File: config.mk
export PLATFORM = sky130hd
export DESIGN_NAME = leds_sequencer
export DESIGN_NICKNAME = d
export VERILOG_FILES = /design/src/rtl/leds_pkg.sv /design/src/rtl/leds_prescaler.sv /design/src/rtl/leds_sequencer.sv
export SDC_FILE = /design/constraint.sdc
export NUM_CORES = 1
export LEC_CHECK = 0
export CELL_PAD_IN_SITES_DETAIL_PLACEMENT = 1
export CELL_PAD_IN_SITES_GLOBAL_PLACEMENT = 2
export CORE_MARGIN = 3
export CORE_UTILIZATION = 37
export CTS_CLUSTER_SIZE = 28
export DETAILED_ROUTE_END_ITERATION = 7
export DONT_BUFFER_PORTS = 1
export PLACE_DENSITY = 0.89
export SETUP_SLACK_MARGIN = 0.05
export SYNTH_ARGS = -nofsm -noshare
export SYNTH_HDL_FRONTEND = slang
export SYNTH_HIERARCHICAL = 1
export SYNTH_SLANG_ARGS = --single-unit
File: constraint.sdc
create_clock -name clk -period 5.7 [get_ports clk]
set_clock_uncertainty 0.05 [all_clocks]
set_input_delay 0.57 -clock clk [delete_from_list [all_inputs] [get_ports clk]]
set_output_delay 0.57 -clock clk [all_outputs]
set_load 0.01 [all_outputs]
File: src/rtl/leds_pkg.sv
// Shared types, register map and frame-step helper for the LED sequencer.
package leds_pkg;

    typedef enum logic [1:0] {
        MODE_MANUAL = 2'd0,
        MODE_BLINK  = 2'd1,
        MODE_ROTATE = 2'd2,
        MODE_BOUNCE = 2'd3
    } mode_t;

    typedef logic [1:0] seq_state_t;
    localparam seq_state_t IDLE = 2'd0;
    localparam seq_state_t LOAD = 2'd1;
    localparam seq_state_t RUN  = 2'd2;

    localparam logic [1:0] ADDR_CTRL    = 2'd0;
    localparam logic [1:0] ADDR_PATTERN = 2'd1;
    localparam logic [1:0] ADDR_PERIOD  = 2'd2;
    localparam logic [1:0] ADDR_STATUS  = 2'd3;

    localparam int CTRL_EN_BIT        = 2;
    localparam int STATUS_RUNNING_BIT = 0;
    localparam int STATUS_DROPPED_BIT = 1;
    localparam int STATUS_DIR_BIT     = 2;
    localparam int STATUS_COUNT_LSB   = 16;

    // Returns {dir, frame} after one step; dir=1 means travelling right.
    function automatic logic [16:0] next_frame(input mode_t mode, input logic [15:0] frame,
                                               input logic [15:0] pattern, input logic dir);
        logic [16:0] r;
        r = {dir, frame};
        case (mode)
            MODE_BLINK:  r[15:0] = (frame == 16'h0000) ? pattern : 16'h0000;
            MODE_ROTATE: r[15:0] = {frame[14:0], frame[15]};
            MODE_BOUNCE: begin
                if ((frame != 16'h0000) && !(frame[15] && frame[0])) begin
                    if (!dir) r = frame[15] ? {1'b1, frame >> 1} : {1'b0, frame << 1};
                    else      r = frame[0]  ? {1'b0, frame << 1} : {1'b1, frame >> 1};
                end
            end
            default: r = {dir, frame};
        endcase
        return r;
    endfunction

endpackage

File: src/rtl/leds_prescaler.sv
// Free-running prescaler: counts 0..period-1 and pulses tick on the wrap cycle.
module leds_prescaler
    import leds_pkg::*;
#(
    parameter int CNT_W = 24
) (
    input  logic             clk,
    input  logic             reset,
    input  logic             clear,
    input  logic             enable,
    input  logic [CNT_W-1:0] period,
    output logic             tick
);

    logic [CNT_W-1:0] count_q, count_d;
    logic [CNT_W-1:0] last;

    // A zero period behaves like one, so the counter ticks every cycle.
    always_comb begin
        last    = (period == '0) ? '0 : period - 1'b1;
        tick    = enable && !clear && (count_q >= last);
        count_d = count_q;
        if (clear)       count_d = '0;
        else if (enable) count_d = tick ? '0 : count_q + 1'b1;
    end

    always_ff @(posedge clk) begin
        if (reset) count_q <= '0;
        else       count_q <= count_d;
    end

endmodule

File: src/rtl/leds_sequencer.sv
// LED sequencer: passes CPU LED stores through in MANUAL, otherwise steps an
// autonomous frame engine and reports blocked CPU stores as dropped.
module leds_sequencer
    import leds_pkg::*;
#(
    parameter int               CNT_W          = 24,
    parameter logic [CNT_W-1:0] DEFAULT_PERIOD = CNT_W'(5_000_000)
) (
    input  logic        clk,
    input  logic        reset,
    input  logic        we_cfg,
    input  logic [1:0]  addr_cfg,
    input  logic [31:0] wdata,
    output logic [31:0] rdata,
    input  logic        we_cpu_leds,
    input  logic [31:0] cpu_leds_data,
    output logic        we_leds,
    output logic [31:0] leds_data
);

    mode_t            mode_q, mode_d;
    logic             en_q, en_d;
    logic [15:0]      pattern_q, pattern_d;
    logic [CNT_W-1:0] period_q, period_d;
    seq_state_t       state_q, state_d;
    logic [15:0]      frame_q, frame_d;
    logic             dir_q, dir_d;
    logic             dropped_q, dropped_d;
    logic [15:0]      step_cnt_q, step_cnt_d;
    logic             we_leds_q, we_leds_d;
    logic [15:0]      leds_q, leds_d;

    logic wr_ctrl, wr_pattern, wr_period, wr_status;
    logic ctrl_go, restart, tick, presc_run, unused_bits;

    assign presc_run   = (state_q == RUN);
    assign unused_bits = ^{wdata, cpu_leds_data};

    leds_prescaler #(.CNT_W(CNT_W)) u_prescaler (
        .clk    (clk),
        .reset  (reset),
        .clear  (!presc_run),
        .enable (presc_run),
        .period (period_q),
        .tick   (tick)
    );

    // Any cfg write outranks a tick in the same cycle, so steps only happen on quiet cycles.
    always_comb begin
        wr_ctrl    = we_cfg && (addr_cfg == ADDR_CTRL);
        wr_pattern = we_cfg && (addr_cfg == ADDR_PATTERN);
        wr_period  = we_cfg && (addr_cfg == ADDR_PERIOD);
        wr_status  = we_cfg && (addr_cfg == ADDR_STATUS);
        ctrl_go    = wdata[CTRL_EN_BIT] && (wdata[1:0] != 2'd0);
        restart    = wr_pattern || wr_period || (wr_ctrl && ctrl_go);

        mode_d     = mode_q;
        en_d       = en_q;
        pattern_d  = pattern_q;
        period_d   = period_q;
        state_d    = state_q;
        frame_d    = frame_q;
        dir_d      = dir_q;
        dropped_d  = dropped_q;
        step_cnt_d = step_cnt_q;
        we_leds_d  = 1'b0;
        leds_d     = leds_q;

        if (wr_ctrl) begin
            mode_d = mode_t'(wdata[1:0]);
            en_d   = wdata[CTRL_EN_BIT];
        end
        if (wr_pattern) pattern_d = wdata[15:0];
        if (wr_period)  period_d  = wdata[CNT_W-1:0];
        if (wr_status) begin
            dropped_d  = 1'b0;
            step_cnt_d = 16'h0000;
        end

        case (state_q)
            IDLE: begin
                if (we_cpu_leds) begin
                    we_leds_d = 1'b1;
                    leds_d    = cpu_leds_data[15:0];
                end
                if (wr_ctrl && ctrl_go) state_d = LOAD;
            end
            LOAD, RUN: begin
                if (state_q == LOAD) begin
                    we_leds_d = 1'b1;
                    leds_d    = pattern_q;
                    frame_d   = pattern_q;
                    dir_d     = 1'b0;
                    state_d   = RUN;
                end else if (tick && !we_cfg) begin
                    {dir_d, frame_d} = next_frame(mode_q, frame_q, pattern_q, dir_q);
                    we_leds_d        = 1'b1;
                    leds_d           = frame_d;
                    step_cnt_d       = step_cnt_q + 16'd1;
                end
                if (wr_ctrl && !ctrl_go) state_d = IDLE;
                else if (restart)        state_d = LOAD;
                if (we_cpu_leds) dropped_d = 1'b1;
            end
            default: state_d = IDLE;
        endcase
    end

    always_ff @(posedge clk) begin
        if (reset) begin
            mode_q     <= MODE_MANUAL;
            en_q       <= 1'b0;
            pattern_q  <= 16'h0000;
            period_q   <= DEFAULT_PERIOD;
            state_q    <= IDLE;
            frame_q    <= 16'h0000;
            dir_q      <= 1'b0;
            dropped_q  <= 1'b0;
            step_cnt_q <= 16'h0000;
            we_leds_q  <= 1'b0;
            leds_q     <= 16'h0000;
        end else begin
            mode_q     <= mode_d;
            en_q       <= en_d;
            pattern_q  <= pattern_d;
            period_q   <= period_d;
            state_q    <= state_d;
            frame_q    <= frame_d;
            dir_q      <= dir_d;
            dropped_q  <= dropped_d;
            step_cnt_q <= step_cnt_d;
            we_leds_q  <= we_leds_d;
            leds_q     <= leds_d;
        end
    end

    assign we_leds   = we_leds_q;
    assign leds_data = {16'h0000, leds_q};

    always_comb begin
        rdata = '0;
        case (addr_cfg)
            ADDR_CTRL:    rdata[2:0]       = {en_q, mode_q};
            ADDR_PATTERN: rdata[15:0]      = pattern_q;
            ADDR_PERIOD:  rdata[CNT_W-1:0] = period_q;
            default: begin
                rdata[STATUS_RUNNING_BIT]     = (state_q != IDLE);
                rdata[STATUS_DROPPED_BIT]     = dropped_q;
                rdata[STATUS_DIR_BIT]         = dir_q;
                rdata[STATUS_COUNT_LSB +: 16] = step_cnt_q;
            end
        endcase
    end

endmodule

### Yosys cells after proc, flatten, opt, wreduce, memory -nomap -nowiden

Index checks and enable logic that the tools add are counted.

| storage, ports and cells | value |
|---|---|
| logic and storage cells | 98 |
| input bits | 70 |
| bits in registers | 120 |
| output and inout bits | 65 |

| cells by class | value |
|---|---|
| eq/ne operators | 12 |
| $add $sub $neg | 3 |
| bitwise logic cells | 1 |
| $lt $le $gt $ge | 1 |
| reduce and logical (&&, ||, !) cells | 35 |
| mux-type cells | 34 |

Operator list:

| operator | count |
|---|---|
| 16-bit two-way mux | 8 |
| 17-bit two-way mux | 4 |
| 16-bit case mux with 3 select lines | 1 |
| 16-bit case mux with 2 select lines | 1 |
| 13-bit case mux with 2 select lines | 1 |
| 24-bit by 1-bit adder with 24-bit output, second input constant | 1 |
| 24-bit greater-or-equal comparator | 1 |
| 24-bit zero test | 1 |
| 24-bit two-way mux | 1 |
| 24-bit by 1-bit subtractor with 24-bit output, second input constant | 1 |
| 16-bit by 1-bit adder with 16-bit output, second input constant | 1 |
| 16-bit zero test | 1 |
| 8-bit case mux with 2 select lines | 1 |
| 16-bit nonzero test | 1 |
| 2-bit nonzero test | 6 |
| 1-bit logical AND | 11 |
| 2-bit == test, second input constant | 5 |
| 1-bit two-way mux | 9 |
| 3-bit case mux with 3 select lines | 1 |
| 2-bit two-way mux | 4 |
| 8-bit two-way mux | 1 |
| 2-bit by 1-bit == test with 1-bit output, second input constant | 3 |
| 3-bit OR reduction | 2 |
| 2-bit zero test | 2 |
| 12 further kinds | 18 |

### Depth between registers and ports, before layout

| depth | value |
|---|---|
| word-level depth | 8 |
| mapped depth | 20 |

### Hierarchy

The synthesis kept the hierarchy.

Modules (own cells, without submodules):

| module | instances | cells an instance | seq. area each (um2) | area an instance (um2) |
|---|---|---|---|---|
| leds_sequencer | 1 | 748 | 1921.8 | 5736.8 |
| leds_prescaler | 1 | 275 | 480.5 | 2168.3 |

### Worst setup path after synthesis

Ideal clock, no wire load.

| timing | value |
|---|---|
| path kind | reg2reg |
| start | register period_q[12] |
| end | register leds_q[10] |
| data arrival time | 4.233 ns |
| data required time | 5.559 ns |
| buffers on the path | 3 |
| stages on the path, launching flop included | 18 |
| path slack | 1.326 ns |
| cells stage by stage | dfxtp_1 -> or4_1 -> nor3_2 -> and3_1 -> nand2b_1 -> xor2_1 -> or2_1 -> ha_1 -> nand3_1 -> or4_1 -> o21ai_1 -> buf_2 -> nand2b_1 -> a31oi_1 -> clkbuf_1 -> clkbuf_1 -> o21ai_0 -> a311oi_1 |

| on the way | value |
|---|---|
| longest elaborated chain between the ends | 7 |
| elaborated cells between the ends (all ways) | 8 |
| classes of those cells | add/sub (1); order compare (1); eq/ne (1); mux (1); reduce/logical (4) |

Ends and longest elaborated chain:

| item | line | text |
|---|---|---|
| start: declaration | leds_sequencer.sv:24 | `logic [CNT_W-1:0] period_q, period_d;` |
| start signal: assignment | leds_sequencer.sv:126 | `period_q <= period_d;` |
| 24-bit by 1-bit subtractor with 24-bit output or 24-bit zero test (tied branches) | leds_prescaler.sv:20 | `last = (period == '0) ? '0 : period - 1'b1;` |
| 24-bit two-way mux * | leds_prescaler.sv:20 |  |
| 24-bit greater-or-equal comparator * | leds_prescaler.sv:21 | `tick = enable && !clear && (count_q >= last);` |
| 1-bit logical AND * | leds_prescaler.sv:21 |  |
| named net tick | leds_sequencer.sv:34 | `logic ctrl_go, restart, tick, presc_run, unused_bits;` |
| 1-bit logical AND * | leds_sequencer.sv:95 | `end else if (tick && !we_cfg) begin` |
| 3-bit inequality test (no line) * | n/a |  |
| 3-bit AND reduction (no line) * | n/a |  |
| end signal: assignment | leds_sequencer.sv:133 | `leds_q <= leds_d;` |
| end: declaration | leds_sequencer.sv:31 | `logic [15:0] leds_q, leds_d;` |

The timed path passes the listed nets; every way through them passes the cells marked *.
A chain may end at the register's enable or synchronous reset.

### Worst setup path in the final report

| timing | value |
|---|---|
| start | register period_q[5] |
| end | register frame_q[13] |

| on the way | value |
|---|---|
| longest elaborated chain between the ends | 7 |
| elaborated cells between the ends (all ways) | 8 |
| classes of those cells | add/sub (1); order compare (1); mux (1); reduce/logical (5) |

Ends and longest elaborated chain:

| item | line | text |
|---|---|---|
| 24-bit by 1-bit subtractor with 24-bit output or 24-bit zero test (tied branches) | leds_prescaler.sv:20 |  |
| 24-bit two-way mux * | leds_prescaler.sv:20 |  |
| 24-bit greater-or-equal comparator * | leds_prescaler.sv:21 |  |
| 1-bit logical AND * | leds_prescaler.sv:21 |  |
| named net tick | leds_sequencer.sv:34 |  |
| 1-bit logical AND * | leds_sequencer.sv:95 |  |
| 2-bit nonzero test (no line) * | n/a |  |
| 2-bit AND reduction (no line) * | n/a |  |
| end signal: assignment | leds_sequencer.sv:128 | `frame_q <= frame_d;` |
| end: declaration | leds_sequencer.sv:26 | `logic [15:0] frame_q, frame_d;` |

Marked as above.

==> flow_summary_export.csv <==
group,metric,value,unit
global_routing,antenna_found_initial,0,
worst_setup_path,r2r_end,"frame_q[13]",
clocking,clkTransAtPathRegs,0.06,ns
worst_setup_path,crit_start,"period_q[5]",
final_layout,synthToLayoutAreaGrowth,8.40,%
floorplan,top_level_ports,135,
logic_synthesis,seq_area_frac_synth,30.4,%
worst_setup_path,worstRegToRegCells,15,
timing,max_freq,0.200,GHz
logic_synthesis,synth_edf_count,0,
logic_synthesis,synth_async_sr_flop_share,0,%
timing,tightest_slew,1.11,ns
worst_setup_path,cp-end-kind,"flip-flop",
placed_design,io_buffers,0,
placed_design,hpwl,17700,um
global_routing,grt_pass1_wl,40900,um
final_layout,seqCellArea,2400,um^2
worst_setup_path,cp_cell_sequence,"or3_1, nor3_1, and3_1, nand2b_1, xor2_1, or2_1, ha_1, nand3_1, or4_1, o21ai_1, nand2b_1, a21oi_2, buf_12, nor2_1, a311oi_1",
worst_setup_path,r2r-start,"period_q[5]",
final_layout,drive_gt1_share,7.65,%
timing,period_share,87.6,%
timing,max_slew_margin,26.2,%
power,peakVddDrop,0.000218,V
floorplan,die-area,23200,um^2
placed_design,pre_cts_ws,0.716,ns
logic_synthesis,avgSynthCellArea,7.73,um^2
floorplan,core_area,20600,um^2
clocking,post_cts_resized,0,
clocking,ctsHoldBuffers,0,
final_layout,multi_input_area,5040,um^2
floorplan,rows,52,
timing,drv_slew,0,
global_routing,grt_pass1_vias,7494,
clocking,cts_buffer_depth,2,
clocking,clkLatencyLatePin,0.42,ns
routing,drc,0,
logic_synthesis,ys_types,67,
worst_setup_path,slowest_delay,0.64,ns
final_layout,nFillCells,2497,
logic_synthesis,yosysWarnings,6,
clocking,cts_setup_buffers,0,
worst_setup_path,path_common_cell,"nand2b_1",
power,p_leak,2.99,nW
clocking,cts.sink_count,120,
global_routing,grt_max_degree,88,
routing,wl_per_cell,20.0,um
final_layout,fin_area,8570,um^2
worst_setup_path,crit_path_top_delay_cell,"a21oi_2",
hold_path,worst_hold_path.num_cells,1,
floorplan,die_w,152,um
status,status,"complete, no violations",
timing,hold_violations,0,
worst_setup_path,start_kind,"flip-flop",
final_layout,nets,1088,
placed_design,placed_cell_area,7950,um^2
logic_synthesis,synth-seq-cells,120,
clocking,cts_htree_levels,4,
worst_setup_path,cp.required,5.98,ns
global_routing,grtUsageTotal,21.5,%
worst_setup_path,crit_family,"simple AND/OR/NAND/NOR gates",
worst_setup_path,critPathMaxFanout,23,
timing,rsz0062_at_grt,"false",
worst_setup_path,critPathBufInv,1,
hold_path,hp-start,"reset",
worst_setup_path,ff2ff_setup_slack,0.70,ns
logic_synthesis,dominantRegCellSynth,"dfxtp_1",
clocking,numCtsBuffers,17,
job,max_cap_violations,0,
routing,vias,7424,
global_routing,overflow,0,
routing,via_per_inst,5.87,
timing,finalSetupTns,0,ns
power,p_per_area,323,nW/um^2
timing,period_minus_slack,5.00,ns
routing,drt_iter0_markers,388,
hold_path,hold_path.class,"in -> reg",
placed_design,place_congestion,0.836,
timing,final.setup.worst_slack,0.705,ns
worst_setup_path,crit_type,"reg -> reg",
routing,firstDrtPassIters,5,
timing,finalSetupViolations,0,
logic_synthesis,synth_cells,1023,
clocking,clock-root-buffer,"clkbuf_16",
floorplan,initial_core_util,38.3,%
routing,ant_nets,0,
logic_synthesis,syn-cell-area,7910,um^2
routing,totalWireLength,25200,um
hold_path,hold_path_end,"period_q[17]",
worst_setup_path,cp.arrival,5.27,ns
floorplan,dieHeight,152,um
final_layout,diodes,0,
clocking,tritoncts,"built",
==> area by class of cell <==
| class | instances | area share [%] |
|---|---|---|
| Inverter | 22 | 0.964 |
| Timing Repair Buffer | 10 | 1.02 |
| Clock inverter | 8 | 1.68 |
| Tap cell | 270 | 3.94 |
| Clock buffer | 24 | 5.50 |
| Sequential cell | 120 | 28.0 |
| Multi-Input combinational cell | 810 | 58.9 |
==> per-layer routing <==
metal / wire (um) / GRT usage, %
met1: 11500 / 27.7
met2: 11300 / 34.5
met3: 1730 / 6.08
met4: 684 / 7.53
met5: 0 / 0
==> worst reg2reg max path, cell delays in order (launching register included) <==
cell,delay (ns)
dfxtp_1,0.35
or3_1,0.43
nor3_1,0.41
and3_1,0.39
nand2b_1,0.12
xor2_1,0.15
or2_1,0.22
ha_1,0.29
nand3_1,0.11
or4_1,0.57
o21ai_1,0.40
nand2b_1,0.19
a21oi_2,0.64
buf_12,0.26
nor2_1,0.07
a311oi_1,0.25
==> synthesized netlist by cell type (3+ instances only) <==
library cell	count	area (um^2)
nand2_1	170	638
dfxtp_1	120	2400
a21oi_1	74	370
nor2_1	55	206
clkbuf_1	48	180
o21ai_0	45	225
nand3_1	41	205
ha_1	37	463
nand2b_1	35	219
nor3_1	33	165
a311oi_1	27	236
xor2_1	23	201
inv_1	22	82.6
or3_1	21	131
mux2i_1	19	190
buf_4	18	135
mux2_2	17	191
xnor2_1	17	149
a31oi_1	16	100
nand4_1	16	100
nor2b_1	15	93.8
a22oi_1	14	105
buf_2	14	70.1
and2_1	13	81.3
a41oi_1	12	105
and3_1	9	56.3
and4_1	6	52.6
a211oi_1	5	37.5
o211ai_1	5	37.5
or2_2	5	31.3
buf_6	4	45.0
nor4_1	4	25.0
o21ai_1	4	20.0
o221ai_1	4	35.0
or4_1	4	30.0
a222oi_1	3	30.0
nand3b_1	3	22.5
o21a_1	3	22.5
o31a_1	3	26.3
or2_1	3	18.8
==> state kept, by name, summed over array words and instances, names as in the netlist <==
signal               cells
dropped_q                1
en_q                     1
u_prescaler/count_q     24
pattern_q               16
period_q                24
frame_q                 16
dir_q                    1
leds_q                  16
step_cnt_q              16
state_q                  2
mode_q                   2
we_leds                  1
==> worst max-delay path by stage <==
stage,endpoint,slack (ns),cells after the start
CTS,frame_q[9],0.70,15
detailed placement,frame_q[9],0.72,15
global placement,frame_q[15],0.88,15
global route,frame_q[6],0.26,15
finish,frame_q[13],0.70,15
floorplan,leds_q[10],1.33,17
==> metrics by stage <==
stage          util, %  total power [mW]  cells  hold slack, ns
2_1_floorplan        -              1.49   1038           0.386
3_3_place_gp      38.6              1.61   1232           0.395
3_5_place_dp      38.6              1.63   1232           0.405
4_1_cts           41.5              2.78   1264           0.181
5_1_grt           41.5              2.91   1264           0.174
6_report          41.5              2.77   1264           0.219
==> cell families (layout without fill, tap and decap cells) <==
group,count (synthesis),count (layout),synth area share (%)
compound gates,231,231,18.9
simple gates,449,449,28.9
buf+inv,108,64,6.58
flops,120,120,30.4
other cells,1,16,0.0474
xor+xnor,40,40,4.43
mux,37,37,4.97
fa+ha+maj,37,37,5.86
==> layout by cell type, fill, tap and decap left out, types with 5 or more instances in the layout <==
cell / Yosys / final
xor2_1: 23 / 23
conb_1: 1 / 16
nor2b_1: 15 / 15
and3_1: 9 / 9
inv_1: 22 / 22
dfxtp_1: 120 / 120
nand2b_1: 35 / 35
o211ai_1: 5 / 5
a311oi_1: 27 / 27
o21ai_0: 45 / 45
or2_2: 5 / 5
and2_1: 13 / 13
clkbuf_16: 0 / 17
and4_1: 6 / 6
or3_1: 21 / 21
a41oi_1: 12 / 12
xnor2_1: 17 / 17
a211oi_1: 5 / 5
a21oi_1: 74 / 74
mux2_2: 17 / 17
a22oi_1: 14 / 14
nand4_1: 16 / 16
nor3_1: 33 / 32
clkbuf_1: 48 / 5
nand2_1: 170 / 170
buf_4: 18 / 9
nand3_1: 41 / 41
ha_1: 37 / 37
nor2_1: 55 / 55
mux2i_1: 19 / 19
a31oi_1: 16 / 16
==> where the power goes <==
group,internal (mW),leakage [nW],switching [mW]
Combinational,0.190,1.72,0.440
Clock,0.754,0.302,0.394
Sequential,0.904,0.975,0.0867
Total,1.85,2.99,0.921
Note: power is estimated with default switching activity, not from simulation.
